[src/rtl/multiport_register_file.sv]
// multiport_register_file: architectural register file with configurable
// read/write port counts, write-to-read bypass, a per-register busy
// scoreboard and a handshaked dump engine that streams every register.
//
// Ports:
//   clk, reset            clock; asynchronous active-high reset
//   rd_addr / rd_data     NUM_READ combinational read ports (x0 reads 0)
//   rd_busy               registered busy bit of each addressed register
//   wr_en/addr/data       NUM_WRITE write ports, higher index wins
//   busy_set/busy_addr    mark a register as having an outstanding producer
//   dump_start            start streaming all registers
//   dump_valid/ready      beat handshake
//   dump_index/data       current beat (held stable while stalled)
//   dump_done             one-cycle pulse after the last beat is accepted
module multiport_register_file #(
    parameter int unsigned DATA_WIDTH = 32,
    parameter int unsigned REG_COUNT  = 32,
    parameter int unsigned NUM_READ   = 2,
    parameter int unsigned NUM_WRITE  = 1,
    parameter int unsigned BYPASS     = 1
) (
    input  logic                                     clk,
    input  logic                                     reset,
    input  logic [NUM_READ*$clog2(REG_COUNT)-1:0]    rd_addr,
    output logic [NUM_READ*DATA_WIDTH-1:0]           rd_data,
    output logic [NUM_READ-1:0]                      rd_busy,
    input  logic [NUM_WRITE-1:0]                     wr_en,
    input  logic [NUM_WRITE*$clog2(REG_COUNT)-1:0]   wr_addr,
    input  logic [NUM_WRITE*DATA_WIDTH-1:0]          wr_data,
    input  logic                                     busy_set,
    input  logic [$clog2(REG_COUNT)-1:0]             busy_addr,
    input  logic                                     dump_start,
    output logic                                     dump_valid,
    input  logic                                     dump_ready,
    output logic [$clog2(REG_COUNT)-1:0]             dump_index,
    output logic [DATA_WIDTH-1:0]                    dump_data,
    output logic                                     dump_done
);

    localparam int unsigned AW = $clog2(REG_COUNT);

    localparam logic [1:0] ST_IDLE   = 2'd0;
    localparam logic [1:0] ST_STREAM = 2'd1;
    localparam logic [1:0] ST_DONE   = 2'd2;

    logic [DATA_WIDTH-1:0] regs_q [REG_COUNT];
    logic [DATA_WIDTH-1:0] regs_d [REG_COUNT];
    logic [REG_COUNT-1:0]  busy_q;
    logic [REG_COUNT-1:0]  busy_d;

    logic [1:0]            state_q, state_d;
    logic                  dump_valid_q, dump_valid_d;
    logic [AW-1:0]         dump_index_q, dump_index_d;
    logic [DATA_WIDTH-1:0] dump_data_q, dump_data_d;
    logic                  dump_done_q, dump_done_d;

    // Array and scoreboard update; a busy_set overrides a same-cycle clear.
    always_comb begin
        regs_d = regs_q;
        busy_d = busy_q;
        for (int unsigned w = 0; w < NUM_WRITE; w++) begin
            if (wr_en[w] && (wr_addr[w*AW +: AW] != '0)) begin
                regs_d[wr_addr[w*AW +: AW]] = wr_data[w*DATA_WIDTH +: DATA_WIDTH];
                busy_d[wr_addr[w*AW +: AW]] = 1'b0;
            end
        end
        if (busy_set && (busy_addr != '0)) begin
            busy_d[busy_addr] = 1'b1;
        end
        regs_d[0] = '0;
        busy_d[0] = 1'b0;
    end

    // Read ports; later write ports override earlier ones in the bypass scan.
    for (genvar p = 0; p < NUM_READ; p++) begin : g_rd
        logic [AW-1:0]         addr;
        logic [DATA_WIDTH-1:0] data;

        assign addr = rd_addr[p*AW +: AW];

        always_comb begin
            data = regs_q[addr];
            if (BYPASS != 0) begin
                for (int unsigned w = 0; w < NUM_WRITE; w++) begin
                    if (wr_en[w] && (wr_addr[w*AW +: AW] == addr)) begin
                        data = wr_data[w*DATA_WIDTH +: DATA_WIDTH];
                    end
                end
            end
            if (addr == '0) begin
                data = '0;
            end
        end

        assign rd_data[p*DATA_WIDTH +: DATA_WIDTH] = data;
        assign rd_busy[p] = busy_q[addr] & (addr != '0);
    end

    // Dump engine; beats sample the pre-edge array so same-edge writes are not seen.
    always_comb begin
        state_d      = state_q;
        dump_valid_d = dump_valid_q;
        dump_index_d = dump_index_q;
        dump_data_d  = dump_data_q;
        dump_done_d  = 1'b0;
        case (state_q)
            ST_IDLE: begin
                if (dump_start) begin
                    dump_index_d = '0;
                    dump_data_d  = '0;
                    dump_valid_d = 1'b1;
                    state_d      = ST_STREAM;
                end
            end
            ST_STREAM: begin
                if (dump_valid_q && dump_ready) begin
                    if (dump_index_q == AW'(REG_COUNT - 1)) begin
                        dump_valid_d = 1'b0;
                        dump_done_d  = 1'b1;
                        state_d      = ST_DONE;
                    end else begin
                        dump_index_d = dump_index_q + AW'(1);
                        dump_data_d  = regs_q[dump_index_q + AW'(1)];
                    end
                end
            end
            ST_DONE: begin
                state_d = ST_IDLE;
            end
            default: begin
                state_d      = ST_IDLE;
                dump_valid_d = 1'b0;
            end
        endcase
    end

    always_ff @(posedge clk or posedge reset) begin
        if (reset) begin
            for (int unsigned i = 0; i < REG_COUNT; i++) begin
                regs_q[i] <= '0;
            end
            busy_q       <= '0;
            state_q      <= ST_IDLE;
            dump_valid_q <= 1'b0;
            dump_index_q <= '0;
            dump_data_q  <= '0;
            dump_done_q  <= 1'b0;
        end else begin
            regs_q       <= regs_d;
            busy_q       <= busy_d;
            state_q      <= state_d;
            dump_valid_q <= dump_valid_d;
            dump_index_q <= dump_index_d;
            dump_data_q  <= dump_data_d;
            dump_done_q  <= dump_done_d;
        end
    end

    assign dump_valid = dump_valid_q;
    assign dump_index = dump_index_q;
    assign dump_data  = dump_data_q;
    assign dump_done  = dump_done_q;

endmodule

[config.mk]
export PLATFORM = sky130hd
export DESIGN_NAME = multiport_register_file
export DESIGN_NICKNAME = d
export VERILOG_FILES = /design/src/rtl/multiport_register_file.sv
export SDC_FILE = /design/constraint.sdc
export NUM_CORES = 2
export LEC_CHECK = 0
export ABC_CLOCK_PERIOD_IN_PS = 76500
export BUFFER_PORTS_ARGS = -buffer_cell sky130_fd_sc_hd__buf_4
export CAP_MARGIN = 5
export CORE_ASPECT_RATIO = 1.4
export CORE_MARGIN = 3
export CORE_UTILIZATION = 51
export CTS_CLUSTER_SIZE = 20
export DETAILED_ROUTE_END_ITERATION = 10
export HOLD_SLACK_MARGIN = 0.08
export PLACE_DENSITY = 0.73
export RECOVER_POWER = 50
export SLEW_MARGIN = 5
export SYNTH_ARGS = -nofsm -noshare
export SYNTH_HDL_FRONTEND = slang
export SYNTH_SLANG_ARGS = --single-unit
export TNS_END_PERCENT = 100
[constraint.sdc]
create_clock -name clk -period 76.5 [get_ports clk]
set_input_delay 22.95 -clock clk [delete_from_list [all_inputs] [get_ports clk]]
set_output_delay 22.95 -clock clk [all_outputs]
set_load 0.02 [all_outputs]
* After elaboration in Yosys (flattened, before gate mapping)
Index checks and enable logic that the tools add are counted.
** Operators by class
- Mux-type cells :: 45
- Add/sub/neg operators :: 1
- Reduce and logical (&&, ||, !) cells :: 19
- Equal/unequal tests :: 9
- Bitwise logic cells :: 10
- $lt $le $gt $ge :: 11
** Operator list (count)
- bitwise mux 1024 bit :: 1
- 2-to-1 mux 32 bit :: 16
- binary-select mux 32 bit (select 5 bit) :: 3
- demux 32 bit (select 5 bit) :: 1
- case mux 32 bit (2 select lines) :: 1
- AND 32 bit :: 1
- NOT 32 bit :: 1
- bitwise OR 32 bit :: 1
- greater-or-equal comparator 6 bit, second input constant :: 4
- less-than comparator 5 x 6 -> 1 bit, second input constant :: 4
- NOT 5 -> 6 bit :: 4
- nonzero test 5 bit :: 4
- 2-to-1 mux 5 bit :: 3
- binary-select mux 1 bit (select 5 bit) :: 2
- demux 1 bit (select 5 bit) :: 2
- equality test 5 bit :: 2
- greater-or-equal comparator 5 x 1 -> 1 bit, second input constant :: 2
- zero test 5 bit :: 2
- 2-to-1 mux 1 bit :: 10
- case mux 5 bit (2 select lines) :: 1
- logical AND 1 bit :: 8
- != test 2 bit, second input constant :: 4
- AND reduction 4 bit :: 2
- less-than comparator 6 x 1 -> 1 bit, second input constant :: 1
- other kinds (12) :: 15
** Word-level totals
- Bits of input ports :: 58
- Logic and storage cells :: 132
- Output and inout port bits :: 105
- Flip-flop bits (word level) :: 1064

* Longest topological paths before layout
- Depth after elaboration :: 9
- Depth in mapped cells :: 10
- Mapped depth without buffers :: 8

* Least setup slack after synthesis
OpenSTA, ideal clock, no wires.
- Kind :: input-to-output
- Start point :: in rd_addr[1]
- End point :: out rd_data[15]
- Required time :: 53.550 ns
- Stages on the path :: 9
- Setup slack :: 28.747 ns
- Arrival :: 24.803 ns
- Buffers on the path :: 4
- Cell sequence :: buf_4 buf_2 buf_4 buf_4 nand3b_1 o22ai_1 nor4_1 o221ai_1 o21ai_0
** On the way
- Longest elaborated chain between the ends :: 6
- Elaborated cells between the ends (all ways) :: 9
- Those cells by class :: eq/ne (1); mux (5); bitwise (1); reduce/logical (2)
** RTL lines
- start: declaration :: RTL line 24 : input logic [NUM_READ*$clog2(REG_COUNT)-1:0] rd_addr,
- NOT 5 -> 6 bit (implied by the code) :: RTL line 82 : data = regs_q[addr];
- binary-select mux 32 bit (select 5 bit) :: RTL line 82
- 2-to-1 mux 32 bit (implied by the code) (2 in series) :: RTL line 82
- 2-to-1 mux 32 bit :: RTL line 85 : if (wr_en[w] && (wr_addr[w*AW +: AW] == addr)) begin
- 2-to-1 mux 32 bit * :: RTL line 90 : if (addr == '0) begin
- end: declaration :: RTL line 25 : output logic [NUM_READ*DATA_WIDTH-1:0] rd_data,
Every way passes the cells marked *; elsewhere a longest branch is shown, timed or not. The select of a mux whose other input is x is not followed.

* Worst setup path in the final report
- Start point :: in rd_addr[5]
- End point :: out rd_data[33]
The elaborated chain is that of the path after synthesis.

==> key figures <==
Run status
  • Status: finished with violations
  • Failing checks: max-capacitance violations, max-slew violations

Floorplan
  • Total I/O pin count: 163
  • # rows: 154
  • CORE AREA: 0.126 sq mm
  • Die Ht: 427 microns
  • Initial core utilization: 51.4%
  • Horiz. Die Dim: 307 microns
  • Die area: 0.131 sq mm

Power
  • Power Density: 30.8 mW/mm^2
  • Leakage: 28.7 nW
  • VDD IR max: 0.0000239 V

Critical path
  • R2r setup slk: 71190 ps
  • Crit start category: primary input
  • Critical path endpoint category: output pin
  • Worst EP arrival: 27160 ps
  • Crit path max fanout: 44
  • WP data required: 53550 ps
  • Critical setup path kind: primary input to output pin

Flow run
  • Max Cap Viol: 31

Logic synthesis
  • Synth Area in Adders: 0.0387%
  • Xor/xnor share of the synthesized area: 0.189%
  • Synth Net Count: 4738
  • Post-synthesis mux area share: 43.6%
  • Post-Synthesis Cell Area: 0.0647 sq mm
  • EDFF count, synth: 0
  • Synth unique cells: 58
  • Sequential area share after synthesis: 41.1%
  • Main combinational cell family by area after synthesis: multiplexers
  • Post-synthesis async set-or-reset flop share: 100%
  • Top FF cell, synth: dfrtp_1
  • Post-Syn Instances: 4678
  • Post-Synth Simple-Gate Area: 4.20%
  • Mapped Avg Cell Area: 13.8 sq um
  • Complex-gate fraction of the synthesized area: 6.91%
  • Yosys warning total: 0
  • Count of state elements after synthesis: 1064

GRT
  • Vias in the first global route: 48400
  • Initial antenna violation count: 33
  • Total GRT Usage: 37.4%
  • First-pass GRT wire length: 352 mm
  • Pin count of the biggest net entering global routing: 124
  • Gr ovfl total: 0

Timing
  • Max Fclk: 20.0 MHz
  • Worst setup margin: 26390 ps
  • RSZ-0062 raised after global routing: false
  • Slew Limit Fails: 1174
  • Minimum clock period: 50110 ps
  • Worst slew pin tran: 5790 ps
  • Final setup violation count: 0
  • Fin. Hold Viols: 0
  • Post-Route Setup TNS: 0 ps
  • Max-Slew Margin vs Limit: -288%
  • Clk_skew: 40.1 ps
  • Final period utilization: 65.5%

Cells and area
  • Nets@finish: 4591
  • Multi-input logic area: 0.0358 sq mm
  • Fill count: 10000
  • Layout area overhead: 8.15%
  • Share of cells above drive strength 1: 48.3%
  • Reg area: 0.0266 sq mm
  • Fin cells: 6268

CTS
  • Clock Latency Late Sink: 750 ps
  • Root Driver: clkbuf_16
  • CTS Buffer Depth: 3
  • H-tree levels: 3
  • Cts-stage hold buffer count: 0
  • Post-CTS Setup Repair Bufs: 0
  • TritonCTS clock tree: built
  • TritonCTS Buffers: 103
  • Clk pin slew, worst setup/hold paths: 60 ps
  • CTS Sinks: 1064
  • CTS resizes: 0

Drt
  • Vias post-DR: 48900
  • Detailed-route DRC error count: 0
  • Drt via density: 7.80
  • Drt pass-1 iters: 6
  • Routed wire length: 247 mm
  • Initial DRC count: 7717
  • Post-route ant nets: 0
  • Routed len/inst: 39.4 microns

Place
  • Inst Count DP: 6064
  • HPWL after detailed placement: 137 mm
  • RePlAce Congestion: 0.904
  • PortBufs: 162
  • Pre-CTS setup slack: 26710 ps

Hold path
  • Hold WC Path Type: flip-flop to flip-flop
synth_stat cells (66+ instances only):
cell type	n	area share [%]
mux2_2	1153	20
dfrtp_1	1064	41
mux4_2	633	22
clkbuf_1	238	1.4
buf_2	169	1.3
nor2_1	168	0.97
nand2_1	133	0.77
o22ai_1	113	1.1
mux2i_1	96	1.5
o21ai_0	79	0.61
nor2b_1	68	0.66
a211oi_1	66	0.77
worst paths after layout:
| path | start | end | cells after the start |
|---|---|---|---|
| setup / recovery | rd_addr[5] | rd_data[33] | 9 |
| hold / removal | dump_data[14] | dump_data[14] | 1 |
| setup reg to reg | dump_index[0] | dump_index[2] | 9 |
| hold reg to reg | dump_data[14] | dump_data[14] | 1 |
| max in group asynchronous | reset | regs_q[621] | 6 |
| min in group asynchronous | reset | regs_q[294] | 2 |
power by group:
group | switching, mW | internal (mW) | leakage (nW)
sequential | 0.126 | 0.679 | 13.6
combinational | 0.410 | 0.398 | 13.4
clock | 0.239 | 0.302 | 1.73
flip-flops by register name (all words and copies together) (netlist names):
signal,count
regs_q,992
dump_done,1
dump_index,5
dump_data,32
dump_valid,1
busy_q,31
state_q,2
cells by family (layout without fill, tap and decap cells):
logic type	after synthesis	after routing
compound gates	609	609
xor+xnor	14	14
fa+ha+maj	2	2
buf+inv	547	478
flops	1064	1064
mux	1882	1882
other cells	0	21
simple gates	560	560
area by class of cell:
class | instances | area share (%)
clock buffers | 143 | 4.32
diodes | 21 | 0.0751
inverters | 18 | 0.100
flip-flops and latches | 1064 | 38.0
repair buffers | 277 | 2.74
multi-input cells | 3067 | 51.2
well taps | 1638 | 2.93
clock inverters | 40 | 0.628
metal layers:
metal	routed length (microns)	track usage, %
met5	152	0
met4	22900	29.0
met3	33300	13.7
met2	108000	54.3
met1	82800	45.5
stage by stage:
step                instance area, sq um  hold slack [ps]  power (mW)  util, %
CTS                                70200              506        2.14     55.8
floorplan                          64700              459        1.35        -
finish                             70000              506        2.15     55.6
global route                       70000              527        2.22     55.6
global placement                   66800              480        1.58     53.1
detailed placement                 66800              491        1.60     53.1
layout by cell type, fill, tap and decap left out, drive strengths merged, types with 11 or more instances in the layout:
cell type	n
mux4	633
clkinv	29
a22oi	48
a32o	32
o2bb2ai	11
clkbuf	210
a221o	32
a21oi	44
mux2i	96
a22o	18
nor3	39
nor2	168
nand2	133
nand3	33
inv	18
diode	21
o21ai	79
a221oi	57
dfrtp	1064
o221ai	13
a211oi	66
o22ai	113
o31ai	43
nor4	59
buf	210
a32oi	32
mux2	1153
nor2b	68
critical path: stages:
cell and delay, ps:
buf_8 330, buf_4 760, buf_4 750, mux4_2 370, o22ai_1 80, nor4_1 320, a211oi_1 100, nor3_1 990
buf_4 300
(Power assumes the default switching activity.)
